### src/rtl/fractal_pkg.sv
// Shared fractal-viewer definitions: screen geometry, pixel coordinate width
// and the prefetch scheduler state encoding.
package fractal_pkg;

  localparam int SCREEN_W    = 640;
  localparam int SCREEN_H    = 480;
  localparam int COORD_PIX_W = 10;

  typedef enum logic [1:0] {
    IDLE  = 2'd0,
    RUN   = 2'd1,
    DONE  = 2'd2,
    FLUSH = 2'd3
  } sched_state_e;

endpackage

### src/rtl/sched_result_fifo.sv
// In-order result FIFO for the prefetch scheduler. Synchronous push/pop,
// synchronous clear, head visible combinationally from storage (zero when
// empty). DEPTH must be a power of two >= 2 so the pointers wrap naturally.
module sched_result_fifo #(
  parameter int DEPTH = 8,
  parameter int WIDTH = 6
) (
  input  logic                     clk,
  input  logic                     rst,
  input  logic                     clear,
  input  logic                     push,
  input  logic [WIDTH-1:0]         push_data,
  input  logic                     pop,
  output logic [WIDTH-1:0]         head,
  output logic                     valid,
  output logic [$clog2(DEPTH):0]   level
);

  localparam int AW = $clog2(DEPTH);

  logic [WIDTH-1:0] mem [DEPTH];
  logic [AW-1:0]    wr_ptr;
  logic [AW-1:0]    rd_ptr;
  logic             do_push;
  logic             do_pop;
  logic             full;

  assign valid   = (level != '0);
  assign full    = (level == (AW+1)'(DEPTH));
  assign do_push = push && !clear;
  assign do_pop  = pop && valid && !clear;
  assign head    = valid ? mem[rd_ptr] : '0;

  // Storage write; no reset needed since level gates what is visible.
  always_ff @(posedge clk) begin
    if (do_push) mem[wr_ptr] <= push_data;
  end

  // Pointer and occupancy bookkeeping; clear empties the FIFO in one edge.
  always_ff @(posedge clk) begin
    if (rst || clear) begin
      wr_ptr <= '0;
      rd_ptr <= '0;
      level  <= '0;
    end else begin
      if (do_push) wr_ptr <= wr_ptr + AW'(1);
      if (do_pop)  rd_ptr <= rd_ptr + AW'(1);
      case ({do_push, do_pop})
        2'b10:   level <= level + (AW+1)'(1);
        2'b01:   level <= level - (AW+1)'(1);
        default: level <= level;
      endcase
    end
  end

  // The upstream credit scheme must never push into a full FIFO.
  assert property (@(posedge clk) disable iff (rst) !(do_push && full));

endmodule

### src/rtl/mandel_prefetch_scheduler.sv
// Raster-order request scheduler sitting between the VGA consumer and the
// mandelbrot engine. Walks pixel coordinates ahead of the beam, issues them
// to the engine, collects iteration counts in order and serves one per pop.
// Optional build macro SCHED_STATS_EN adds a saturating underflow_count port.
//
// Handshake: a request transfers on a cycle where req_valid && req_ready.
// Once req_valid is raised, req_valid/req_x/req_y stay stable until that
// transfer or a frame_start; dropping enable never retracts it. rsp_valid is
// a one-cycle strobe carrying the result for the oldest outstanding request.
module mandel_prefetch_scheduler
  import fractal_pkg::*;
#(
  parameter int H_ACTIVE   = SCREEN_W,
  parameter int V_ACTIVE   = SCREEN_H,
  parameter int ITER_WIDTH = 6,
  parameter int FIFO_DEPTH = 8,
  parameter int MAX_OUTSTD = 2
) (
  input  logic                          clk,
  input  logic                          rst,
  input  logic                          enable,
  input  logic                          frame_start,
  output logic                          req_valid,
  input  logic                          req_ready,
  output logic [COORD_PIX_W-1:0]        req_x,
  output logic [COORD_PIX_W-1:0]        req_y,
  input  logic                          rsp_valid,
  input  logic [ITER_WIDTH-1:0]         rsp_iter,
  input  logic                          pix_pop,
  output logic                          pix_valid,
  output logic [ITER_WIDTH-1:0]         pix_iter,
  output logic                          underflow,
  output logic [$clog2(FIFO_DEPTH):0]   fifo_level,
`ifdef SCHED_STATS_EN
  output logic [15:0]                   underflow_count,
`endif
  output sched_state_e                  state_dbg
);

  localparam int LW = $clog2(FIFO_DEPTH) + 1;
  localparam int CW = COORD_PIX_W;
  localparam logic [CW-1:0] X_LAST = CW'(H_ACTIVE - 1);
  localparam logic [CW-1:0] Y_LAST = CW'(V_ACTIVE - 1);

  sched_state_e  state;
  logic [CW-1:0] x_q;
  logic [CW-1:0] y_q;
  logic [LW-1:0] outstanding;
  logic [LW-1:0] out_next;
  logic [LW-1:0] level_next;
  logic          xfer;
  logic          rsp_take;
  logic          fifo_push;
  logic          pop_eff;
  logic          last_pix;
  logic          credit_ok;

  // The walker registers are the request coordinates themselves, so they
  // only move on a transfer and are trivially stable while a request waits.
  assign req_x     = x_q;
  assign req_y     = y_q;
  assign state_dbg = state;

  assign xfer      = req_valid && req_ready;
  assign rsp_take  = rsp_valid && (outstanding != '0);
  assign fifo_push = rsp_take && !frame_start && ((state == RUN) || (state == DONE));
  assign pop_eff   = pix_pop && pix_valid;
  assign last_pix  = (x_q == X_LAST) && (y_q == Y_LAST);

  // Next-cycle credit picture: in-flight count and FIFO occupancy after
  // this edge's transfer, response, push and pop have all been applied.
  always_comb begin
    out_next = outstanding;
    if (xfer && !rsp_take)      out_next = outstanding + LW'(1);
    else if (!xfer && rsp_take) out_next = outstanding - LW'(1);
    level_next = fifo_level;
    if (fifo_push && !pop_eff)      level_next = fifo_level + LW'(1);
    else if (!fifo_push && pop_eff) level_next = fifo_level - LW'(1);
    credit_ok = enable
             && ((int'(level_next) + int'(out_next)) < FIFO_DEPTH)
             && (int'(out_next) < MAX_OUTSTD);
  end

  // Control FSM, raster walker and in-flight request counter.
  always_ff @(posedge clk) begin
    if (rst) begin
      state       <= IDLE;
      x_q         <= '0;
      y_q         <= '0;
      req_valid   <= 1'b0;
      outstanding <= '0;
      underflow   <= 1'b0;
    end else begin
      underflow   <= pix_pop && !pix_valid;
      outstanding <= out_next;
      if (frame_start) begin
        x_q       <= '0;
        y_q       <= '0;
        req_valid <= 1'b0;
        state     <= (state == IDLE) ? RUN : FLUSH;
      end else begin
        if (xfer) begin
          if (x_q == X_LAST) begin
            x_q <= '0;
            y_q <= (y_q == Y_LAST) ? '0 : y_q + CW'(1);
          end else begin
            x_q <= x_q + CW'(1);
          end
        end
        case (state)
          RUN: begin
            if (xfer && last_pix) begin
              state     <= DONE;
              req_valid <= 1'b0;
            end else if (req_valid && !req_ready) begin
              req_valid <= 1'b1;
            end else begin
              req_valid <= credit_ok;
            end
          end
          FLUSH: begin
            req_valid <= 1'b0;
            if (out_next == '0) state <= RUN;
          end
          default: req_valid <= 1'b0;
        endcase
      end
    end
  end

`ifdef SCHED_STATS_EN
  // Saturating count of underflow pulses; only rst clears it.
  always_ff @(posedge clk) begin
    if (rst) begin
      underflow_count <= '0;
    end else if (pix_pop && !pix_valid && (underflow_count != 16'hFFFF)) begin
      underflow_count <= underflow_count + 16'd1;
    end
  end
`endif

  sched_result_fifo #(
    .DEPTH (FIFO_DEPTH),
    .WIDTH (ITER_WIDTH)
  ) u_fifo (
    .clk       (clk),
    .rst       (rst),
    .clear     (frame_start),
    .push      (fifo_push),
    .push_data (rsp_iter),
    .pop       (pix_pop),
    .head      (pix_iter),
    .valid     (pix_valid),
    .level     (fifo_level)
  );

endmodule
### config.mk
export PLATFORM = sky130hd
export DESIGN_NAME = mandel_prefetch_scheduler
export DESIGN_NICKNAME = d
export VERILOG_FILES = /design/src/rtl/fractal_pkg.sv /design/src/rtl/sched_result_fifo.sv /design/src/rtl/mandel_prefetch_scheduler.sv
export SDC_FILE = /design/constraint.sdc
export NUM_CORES = 1
export LEC_CHECK = 0
export ABC_AREA = 1
export CORE_MARGIN = 3
export CORE_UTILIZATION = 35
export DETAILED_ROUTE_END_ITERATION = 6
export PLACE_DENSITY = 0.58
export SYNTH_ARGS = -nofsm -noshare
export SYNTH_HDL_FRONTEND = slang
export SYNTH_SLANG_ARGS = --single-unit
### constraint.sdc
create_clock -name clk -period 3.5 [get_ports clk]
set_clock_uncertainty 0.1 [all_clocks]
set_input_delay 0.875 -clock clk [delete_from_list [all_inputs] [get_ports clk]]
set_output_delay 0.875 -clock clk [all_outputs]
set_load 0.01 [all_outputs]
# == Word-level counts from Yosys, hierarchy flattened ==
# Memory sizes are Yosys's and may differ from the RTL's. A register that Yosys moved wholly into a read port is not among the register bits.
# Cells that the tools add are included.
# totals
reg_bits,38
output_inout_bits,35
mem_bits_rw,48
n_memories,1
wordCells,85
inputBits,13
# mem_list
memory,depth,width,rd,rd_clocked_by_memory_dff,wr,line,text
u_fifo.mem,8,6,1,1,1,sched_result_fifo.sv:21,logic [WIDTH-1:0] mem [DEPTH];
# classes
n_mux,18
n_reduce_logical,36
addsub,9
n_eq_ne,9
n_bitwise,1
order_cmp,2
# op_table
cell,count
$add 10x1->10 const B,2
$mux 10,2
$logic_and 1x1->1,17
$mux 4,4
$eq 10x10->1 const B,1
$eq 10x9->1 const B,1
$add 4x1->4 const B,2
$mux 2,4
$pmux 4 s2,1
$reduce_bool 4->1,2
$sub 4x1->4 const B,2
$logic_not 1->1,7
$add 3x1->3 const B,2
$eq 2x2->1 const B,3
$mux 3,2
$mux 6,1
$add 4x4->5,1
$lt 5x4->1 const B,1
$eq 2x1->1 const B,2
$logic_not 4->1,1
$lt 4x2->1 const B,1
$pmux 2 s2,1
$reduce_or 4->1,1
$mux 1,3
other kinds (10),11

# == Depth between registers and ports, before layout ==
# Gate-level depths: netlist of run 1.
# depth
word_depth,13
ltp_mapped,16
mapped_depth_nobuf,16

# == Hierarchy ==
# A second synthesis of run 1 with hierarchy kept.
# hier_totals
cells_unflattened,491
area_unflattened_um2,4369.2
# modules_own_cells
mod,cells_per_inst,n_inst,area_per_inst_um2,seq_area_each_um2
sched_result_fifo,237,1,2621.3,1701.6
mandel_prefetch_scheduler,254,1,1747.9,560.5

# == Least setup slack after synthesis of run 1 ==
# No wires, ideal clock.
# synth_timing
path_type,reg2reg
startpoint,register u_fifo.level[0]
endpoint,register req_valid
setup_time_ps,70
required_time_ps,3330
path_stages_with_launch,16
synth_period_minus_slack_ps,2410
path_buffers,0
slack_ps,1090
arrival_ps,2240
cell_sequence,dfxtp_1 > inv_1 > ha_1 > nand3_2 > nand2_1 > inv_1 > nand2_1 > nand2_1 > nor2_1 > a211oi_1 > ha_1 > nor2_1 > nand3b_1 > a21oi_1 > nand4_1 > a21oi_1
# synth_between
elab_chain_len,10
word_cells_on_any_way,14
classes_between,add/sub: 3; order compare: 1; mux: 3; reduce/logical: 7
# synth_lines
item,line,text
"start, declared",sched_result_fifo.sv:16,output logic [$clog2(DEPTH):0] level
"start signal, assigned",sched_result_fifo.sv:49,2'b10: level <= level + (AW+1)'(1);
"start signal, assigned",sched_result_fifo.sv:50,2'b01: level <= level - (AW+1)'(1);
"start signal, assigned",sched_result_fifo.sv:51,default: level <= level;
$reduce_bool 4->1 *,sched_result_fifo.sv:28,assign valid = (level != '0);
via pix_valid,mandel_prefetch_scheduler.sv:30,"output logic pix_valid,"
$logic_and 1x1->1 *,mandel_prefetch_scheduler.sv:67,assign pop_eff = pix_pop && pix_valid;
$logic_and 1x1->1 / $logic_not 1->1 (equally long branches),"mandel_prefetch_scheduler.sv:78, mandel_prefetch_scheduler.sv:77",
$mux 4 / $logic_and 1x1->1 (equally long branches),"mandel_prefetch_scheduler.sv:78, mandel_prefetch_scheduler.sv:77",
$mux 4 *,mandel_prefetch_scheduler.sv:77,if (fifo_push && !pop_eff) level_next = fifo_level + LW'(1);
$add 4x4->5 *,mandel_prefetch_scheduler.sv:80,&& ((int'(level_next) + int'(out_next)) < FIFO_DEPTH)
$lt 5x4->1 *,mandel_prefetch_scheduler.sv:80,
$logic_and 1x1->1 *,mandel_prefetch_scheduler.sv:80,
$logic_and 1x1->1 *,mandel_prefetch_scheduler.sv:81,&& (int'(out_next) < MAX_OUTSTD);
$mux 1 *,mandel_prefetch_scheduler.sv:115,end else if (req_valid && !req_ready) begin
"end signal, assigned",mandel_prefetch_scheduler.sv:118,req_valid <= credit_ok;
"end, declared",mandel_prefetch_scheduler.sv:23,"output logic req_valid,"
# Mark *: on every way through the listed nets, which the timed path passes. The rest lies on a longest branch.
# A chain may end at the register's enable or synchronous reset.

# == Worst setup path in the final report of run 1 ==
# layout_timing
startpoint,register u_fifo.level[0]
endpoint,output port pix_iter[2]
# layout_between
elab_chain_len,2
# layout_lines
item,line,text
$reduce_bool 4->1,sched_result_fifo.sv:28,
$mux 6,sched_result_fifo.sv:32,assign head = valid ? mem[rd_ptr] : '0;
"end, declared",mandel_prefetch_scheduler.sv:31,"output logic [ITER_WIDTH-1:0] pix_iter,"
# No other way between the ends.

==> flow_summary.yaml, run 1 <==
floorplanning:
  io_pins: 48
  die_width_um: 115
  floorplan.rows: 39
  floorplan.initialDensity_pct: 36.0
  die_h_um: 115
  placeableCoreArea_um2: 11500
  design.die.area_um2: 13200
synth:
  ys_warn_count: 0
  post_synth_cell_types: 34
  syn-instance-count: 462
  syn-cell-area_um2: 4150
  syn-mean-instance-area_um2: 8.98
  synth.net_count: 490
  ys_seq_elements: 89
  sequential_area_share_after_synthesis_pct: 54.5
pwr:
  irDropWorstVdd_v: 0.000358
  cellPowerDensity_nw_per_um2: 503
  leakage_nw: 1.96
clock_tree:
  worstSkewPairLatency_ps: 340
  post-cts-setup-buffer-count: 0
  cts.sinks: 89
  cts.htree.levels: 3
  cts.hold.buffers_added: 0
  clock_tree.root_cell: "sky130_fd_sc_hd__clkbuf_16"
  tritoncts: "done"
  clock_tree.buffer_depth: 2
  cts_resized: 0
  cts_inserted_buffers: 9
  clkTransAtPathRegs_ps: 60
critical_path:
  worstSetupStartpoint: "u_fifo.level[0]$_SDFFE_PP0P_"
  r2r_slack_ps: 660
  critical_path_arrival_ps: 2350
  cp.buffers_inverters: 2
  timing.critical_path.required_ps: 2520
  cp_cell_sequence: "inv_1, ha_1, nand3_2, o21ai_0, a31oi_1, clkdlybuf4s50_1"
  cell_at_the_slowest_stage_of_the_critical_path: "sky130_fd_sc_hd__clkdlybuf4s50_1"
  worst-path-stages: 6
  cp_top_family: "buffers and inverters"
  reg2reg_from: "u_fifo.level[0]$_SDFFE_PP0P_"
  cp-end-kind: "primary output"
  worst-path-max-fanout: 9
  startpoint_type: "register"
  critPathMaxStageDelay_ps: 570
  crit_type: "register to primary output"
  worst-r2r-cell-count: 15
worst_hold_path:
  hold_path_startpoint: "u_fifo.rd_ptr[2]$_SDFFE_PP0P_"
  hold_path.class: "register to register"
  worst_hold_path.num_cells: 2
status:
  result_of_the_run: "complete, no violations"
sta:
  max_slew.worst_pin.slew_ps: 574
  grt_setup_unrepaired: "false"
  period_share_pct: 94.9
  fin_crit_ps: 3320
  slew_violations: 0
  worst_slack_on_hold_paths_ps: 358
  setup_viol_count_final: 0
  max_freq_mhz: 301
  hold_viol: 0
  tns_ps: 0
  timing.max_slew.rel_slack_pct: 61.6
detailed_routing:
  detail_route.drc_violations: 0
  number_of_nets_with_antenna_violations_after_detailed_routing: 0
  first_iter_violations: 189
  routed_wirelength_um: 9410
  vias_per_cell: 4.91
  routedWlPerCell_um: 14.0
  num_vias: 3302
  drt_pass1_iterations: 4
grt:
  first_global_vias: 3129
  grt_antenna_before_repair: 0
  globalRoute.totalOverflow: 0
  maximum_number_of_pins_on_one_net_before_global_route_repair: 17
  grt_first_pass_wirelength_um: 15500
  track_usage_pct: 15.0
layout:
  postLayoutCoreUtil_pct: 44.6
  design.final.nets: 552
  mostFrequentLayoutCell: "sky130_fd_sc_hd__nor2_1"
  final_layout_size_suffix_gt1_share_pct: 10.0
  layout_common_cells: "sky130_fd_sc_hd__nor2_1, sky130_fd_sc_hd__nand2_1, sky130_fd_sc_hd__inv_1, sky130_fd_sc_hd__edfxtp_1, sky130_fd_sc_hd__clkdlybuf4s50_1"
  area_growth_syn_to_layout_pct: 23.9
  antenna-diode-count: 0
job:
  max_cap_viol_count: 0
placement:
  io_buffers: 47
  place.gp.congestion: 0.796
  dp_hpwl_um: 6720
## flip-flops by register name, summed over array words and instances (netlist names), 2 cells and up, named ones only
| name | flops |
|---|---|
| u_fifo.rd_ptr | 3 |
| req_x | 10 |
| state_dbg | 2 |
| outstanding | 4 |
| u_fifo.mem | 48 |
| u_fifo.level | 4 |
| u_fifo.wr_ptr | 3 |
| req_y | 10 |
## worst paths after layout
path | endpoint
worst max-delay path | pix_iter[2]
worst min-delay path | register
worst max register to register | req_valid$_SDFF_PP0_
worst min register to register | register
## cell type report
type                    count  area (µm²)
clock buffers              10         233
clock inverters             6        48.8
fillers                  1104        6370
inverters                  54         203
multi-input cells         311        1660
flip-flops and latches     89        2260
well taps                 143         179
repair buffers             59         561
## tightest hold or removal path, stage by stage, from the launching register on
cell and delay, ps:
sky130_fd_sc_hd__dfxtp_1 310, sky130_fd_sc_hd__inv_1 50, sky130_fd_sc_hd__a21oi_1 60
## where the power goes
group,switching (mW),internal [mW],total (mW)
clock network,0.414,0.499,0.913
registers,0.0308,1.13,1.16
logic,0.312,0.195,0.507
## through the flow
step / std cells / setup WS, ps / area, µm² / total power [mW]
floorplan: 462 / 1090 / 4150 / 1.54
global placement: 656 / 411 / 4860 / 1.68
detailed placement: 656 / 320 / 4860 / 1.69
CTS: 672 / 181 / 5140 / 2.61
global route: 672 / 44.7 / 5140 / 2.74
finish: 672 / 180 / 5140 / 2.58
## synth_stat cells (all sizes together)
library cell	number	area (µm²)
nor3	8	50.1
edfxtp	48	1440
nand2	69	279
or2	1	6.26
xnor2	2	17.5
nor2	89	357
nand3	23	140
a221oi	2	17.5
nand4	5	37.5
clkbuf	8	30.0
xor2	7	61.3
nand3b	3	22.5
ha	15	188
inv	54	203
and3	1	6.26
mux2i	1	10.0
a21oi	22	114
a211oi	4	35.0
o22ai	6	37.5
dfxtp	41	821
o21bai	1	7.51
o21ai	45	225
nor4	1	6.26
a31oi	6	37.5
## layer usage
layer  up-vias  global-route usage [%]  routed length, µm
li1       1682                       -                  -
met2        81                    24.6               4460
met3         8                    5.37                535
met5         -                       0                  0
met4         0                    3.76                 85
met1      1531                    19.0               4320
## cells by family after synthesis
kind of cell / share of synthesized area, %
multiplexers: 0.241
XOR/XNOR: 1.90
flip-flops: 54.5
adder cells (fa/ha/maj): 4.52
AND/OR/NAND/NOR: 21.8
buffers and inverters: 5.61
AO/OA/AOI/OAI: 11.4
Power figures use the tool's default switching activity.
==> inputs of run 2 (changes only) <==
Settings changed: ABC_AREA 1 to not set.
==> run 2 against run 1 <==
Combinational power is 13% higher. Clock power is 2.5% higher. Register-to-register slack worse by 400 ps. Critical path type is now input port to register. Power is 4.0% higher. Sequential cell count stayed put. Setup slack better by 73 ps. Via count is 11% lower. Sequential share of layout area is 1.7 points lower. Cell area is 4.1% higher. Global-route usage is 0.15 points lower.
==> flow_summary.yaml, run 2 <==
status:
  result_of_the_run: "complete, no violations"
synth:
  synthTopCellsByCount: "sky130_fd_sc_hd__edfxtp_1, sky130_fd_sc_hd__nor2_1, sky130_fd_sc_hd__dfxtp_1"
  post_synth_cell_types: 65
  synth_largest_area_cell: "sky130_fd_sc_hd__edfxtp_1"
  sequential_area_share_after_synthesis_pct: 53.6
  ys_seq_elements: 89
  syn-instance-count: 354
  synth.net_count: 382
  async_reset_ff_share_pct: 0
  synth_top_cells_by_area: "sky130_fd_sc_hd__edfxtp_1, sky130_fd_sc_hd__dfxtp_1, sky130_fd_sc_hd__mux4_2"
  edff_count_synth: 48
  syn-mean-instance-area_um2: 11.9
  synth_largest_type_area_fraction_pct: 34.1
  synthFlopType: "sky130_fd_sc_hd__edfxtp_1"
  syn-cell-area_um2: 4220
  ys_warn_count: 0
layout:
  design.final.nets: 458
  largest_register: "u_fifo.mem"
  fill_cells: 1066
  final_design_area_no_fill_um2: 5350
  antenna-diode-count: 0
  layout_common_cells: "sky130_fd_sc_hd__nor2_1, sky130_fd_sc_hd__edfxtp_1, sky130_fd_sc_hd__clkdlybuf4s50_1, sky130_fd_sc_hd__dfxtp_1, sky130_fd_sc_hd__buf_4"
  area_growth_syn_to_layout_pct: 26.7
  largest_reg_flops: 48
  final_layout_size_suffix_gt1_share_pct: 19.5
  finish.cell_count_without_fillers: 578
pwr:
  cellPowerDensity_nw_per_um2: 502
  internal_power_mw: 1.90
  switchingPower_uw: 784
  fin_total_pwr_mw: 2.69
  irDropWorstVdd_v: 0.000259
  p_comb_share_pct: 21.3
  seq_power_share_pct: 43.9
  leakage_nw: 1.90
  power_switching_share_pct: 29.2
  p_clk_share_pct: 34.8
floorplanning:
  die_width_um: 116
  die_h_um: 116
  io_pins: 48
  placeableCoreArea_um2: 11600
  floorplan.initialDensity_pct: 36.4
  floorplan.rows: 39
  design.die.area_um2: 13400
sta:
  max_freq_mhz: 308
  hold_viol: 0
  slew_violations: 0
  period_share_pct: 92.8
  max_slew.worst_pin.slew_ps: 608
  timing.max_slew.rel_slack_pct: 59.4
  setup_viol_count_final: 0
  grt_setup_unrepaired: "false"
  fin_crit_ps: 3250
  tns_ps: 0
worst_hold_path:
  worst_hold_path.num_cells: 2
  min_to: "req_x[1]$_SDFFE_PP0P_"
  hold_path.class: "register to register"
  hold_path_startpoint: "req_x[1]$_SDFFE_PP0P_"
detailed_routing:
  vias_per_cell: 5.08
  drt_pass1_iterations: 4
  number_of_nets_with_antenna_violations_after_detailed_routing: 0
  routed_wirelength_um: 9230
  num_vias: 2935
  first_iter_violations: 99
  detail_route.drc_violations: 0
  routedWlPerCell_um: 16.0
placement:
  place.gp.congestion: 0.800
  dp_hpwl_um: 6530
  io_buffers: 47
  placed_cells_incl_taps: 560
  detailed_place.area_um2: 5020
clock_tree:
  clkTransAtPathRegs_ps: 70
  cts.htree.levels: 3
  worstSkewPairLatency_ps: 340
  cts_inserted_buffers: 9
  tritoncts: "done"
  clock_tree.buffer_depth: 2
  clock_tree.root_cell: "sky130_fd_sc_hd__clkbuf_16"
  cts.sinks: 89
critical_path:
  cp.buffers_inverters: 2
  critical_path_arrival_ps: 3400
  r2r_slack_ps: 260
  cp-end-kind: "register"
  worst-path-stages: 11
  cp_top_family: "simple AND/OR/NAND/NOR gates"
  critPathMaxStageDelay_ps: 620
  cp_cell_sequence: "clkdlybuf4s50_1, inv_1, nor2_1, and2_1, a22oi_2, xnor2_1, ha_1, or4b_2, a211oi_1, o311ai_1, o22ai_1"
  critical_path.reg2reg.endpoint: "req_valid$_SDFF_PP0_"
  crit_type: "input port to register"
  cell_at_the_slowest_stage_of_the_critical_path: "sky130_fd_sc_hd__or4b_2"
  worst-r2r-cell-count: 14
  startpoint_type: "input port"
  worst-path-max-fanout: 3
  reg2reg_from: "outstanding[0]$_SDFF_PP0_"
  timing.critical_path.required_ps: 3660
grt:
  globalRoute.totalOverflow: 0
  grt_first_pass_wirelength_um: 15300
  track_usage_pct: 14.9
  grt_antenna_before_repair: 0
  first_global_vias: 2960
  maximum_number_of_pins_on_one_net_before_global_route_repair: 19
job:
  max_cap_viol_count: 0
## run 2: cell types whose count changed after synthesis, moves of 11 or more
cell and delta:
sky130_fd_sc_hd__xnor2_1 +11, sky130_fd_sc_hd__nand2_1 -40, sky130_fd_sc_hd__inv_1 -39, sky130_fd_sc_hd__mux4_2 +12, sky130_fd_sc_hd__nand3_1 -14, sky130_fd_sc_hd__a21oi_1 -14
sky130_fd_sc_hd__nor2_1 -36, sky130_fd_sc_hd__o21ai_0 -41
## run 2: worst reg2reg max path, delay by kind of cell (launching register included)
kind | cells | cell delay [ps]
XOR/XNOR | 1 | 140
buffers and inverters | 2 | 110
flip-flops | 1 | 400
AO/OA/AOI/OAI | 4 | 650
adder cells (fa/ha/maj) | 2 | 460
AND/OR/NAND/NOR | 5 | 1300
## run 2: kinds of logic (layout without fill, tap and decap cells)
kind of cell / count (synthesis) / after routing / synth area share [%]
compound gates: 35 / 35 / 6.22
xor+xnor: 29 / 29 / 6.01
fa+ha+maj: 15 / 15 / 4.44
buf+inv: 27 / 108 / 2.87
flops: 89 / 89 / 53.6
mux: 23 / 23 / 9.12
simple gates: 136 / 136 / 17.8
## run 2: area by class of cell
class                      instances  area (µm²)  area share [%]
clock buffer                       9         225            4.21
clock inverter                     7        70.1            1.31
inverter                          14        55.1            1.03
multi-input combinational        238        1850            34.6
sequential                        89        2260            42.3
tap                              143         179            3.34
timing repair buffer              78         708            13.2
## run 2: layer usage
layer / share of wire (%) / vias to the layer above / track usage [%]
met5: 0 / - / 0
met4: 1.6 / 0 / 6.34
met3: 3.3 / 10 / 2.77
li1: - / 1446 / -
met1: 48 / 1425 / 20.2
met2: 47 / 54 / 23.3
## run 2: power by group through the flow
stage	registers, mW	clock network, mW	logic [mW]
after floorplan	1.19	0	0.378
after global placement	1.20	0	0.556
after detailed placement	1.20	0	0.558
after CTS	1.18	0.971	0.561
after global routing	1.18	1.01	0.632
final	1.18	0.936	0.572
## run 2: worst max path at each step
stage	startpoint	end	slack [ps]
finish	pix_pop	req_valid$_SDFF_PP0_	250
global route	outstanding[0]$_SDFF_PP0_	req_valid$_SDFF_PP0_	4
CTS	u_fifo.level[1]$_SDFFE_PP0P_	req_valid$_SDFF_PP0_	20
detailed placement	rsp_valid	req_valid$_SDFF_PP0_	-310
global placement	rsp_valid	req_valid$_SDFF_PP0_	-230
floorplan	rsp_valid	req_valid$_SDFF_PP0_	160
## run 2: timing repair
item                       in CTS  in global routing
resized for setup               0                  4
hold buffers                    0                  0
setup endpoints to repair       0                  1
setup buffers                   0                  2
## run 2: through the flow
stage | utilization [%] | setup WS (ps) | hold WS (ps)
floorplan | - | 160 | 385
detailed placement | 43.3 | -312 | 405
global route | 46.1 | 4.45 | 456
global placement | 43.3 | -226 | 408
CTS | 45.8 | 15.6 | 418
finish | 46.1 | 253 | 417
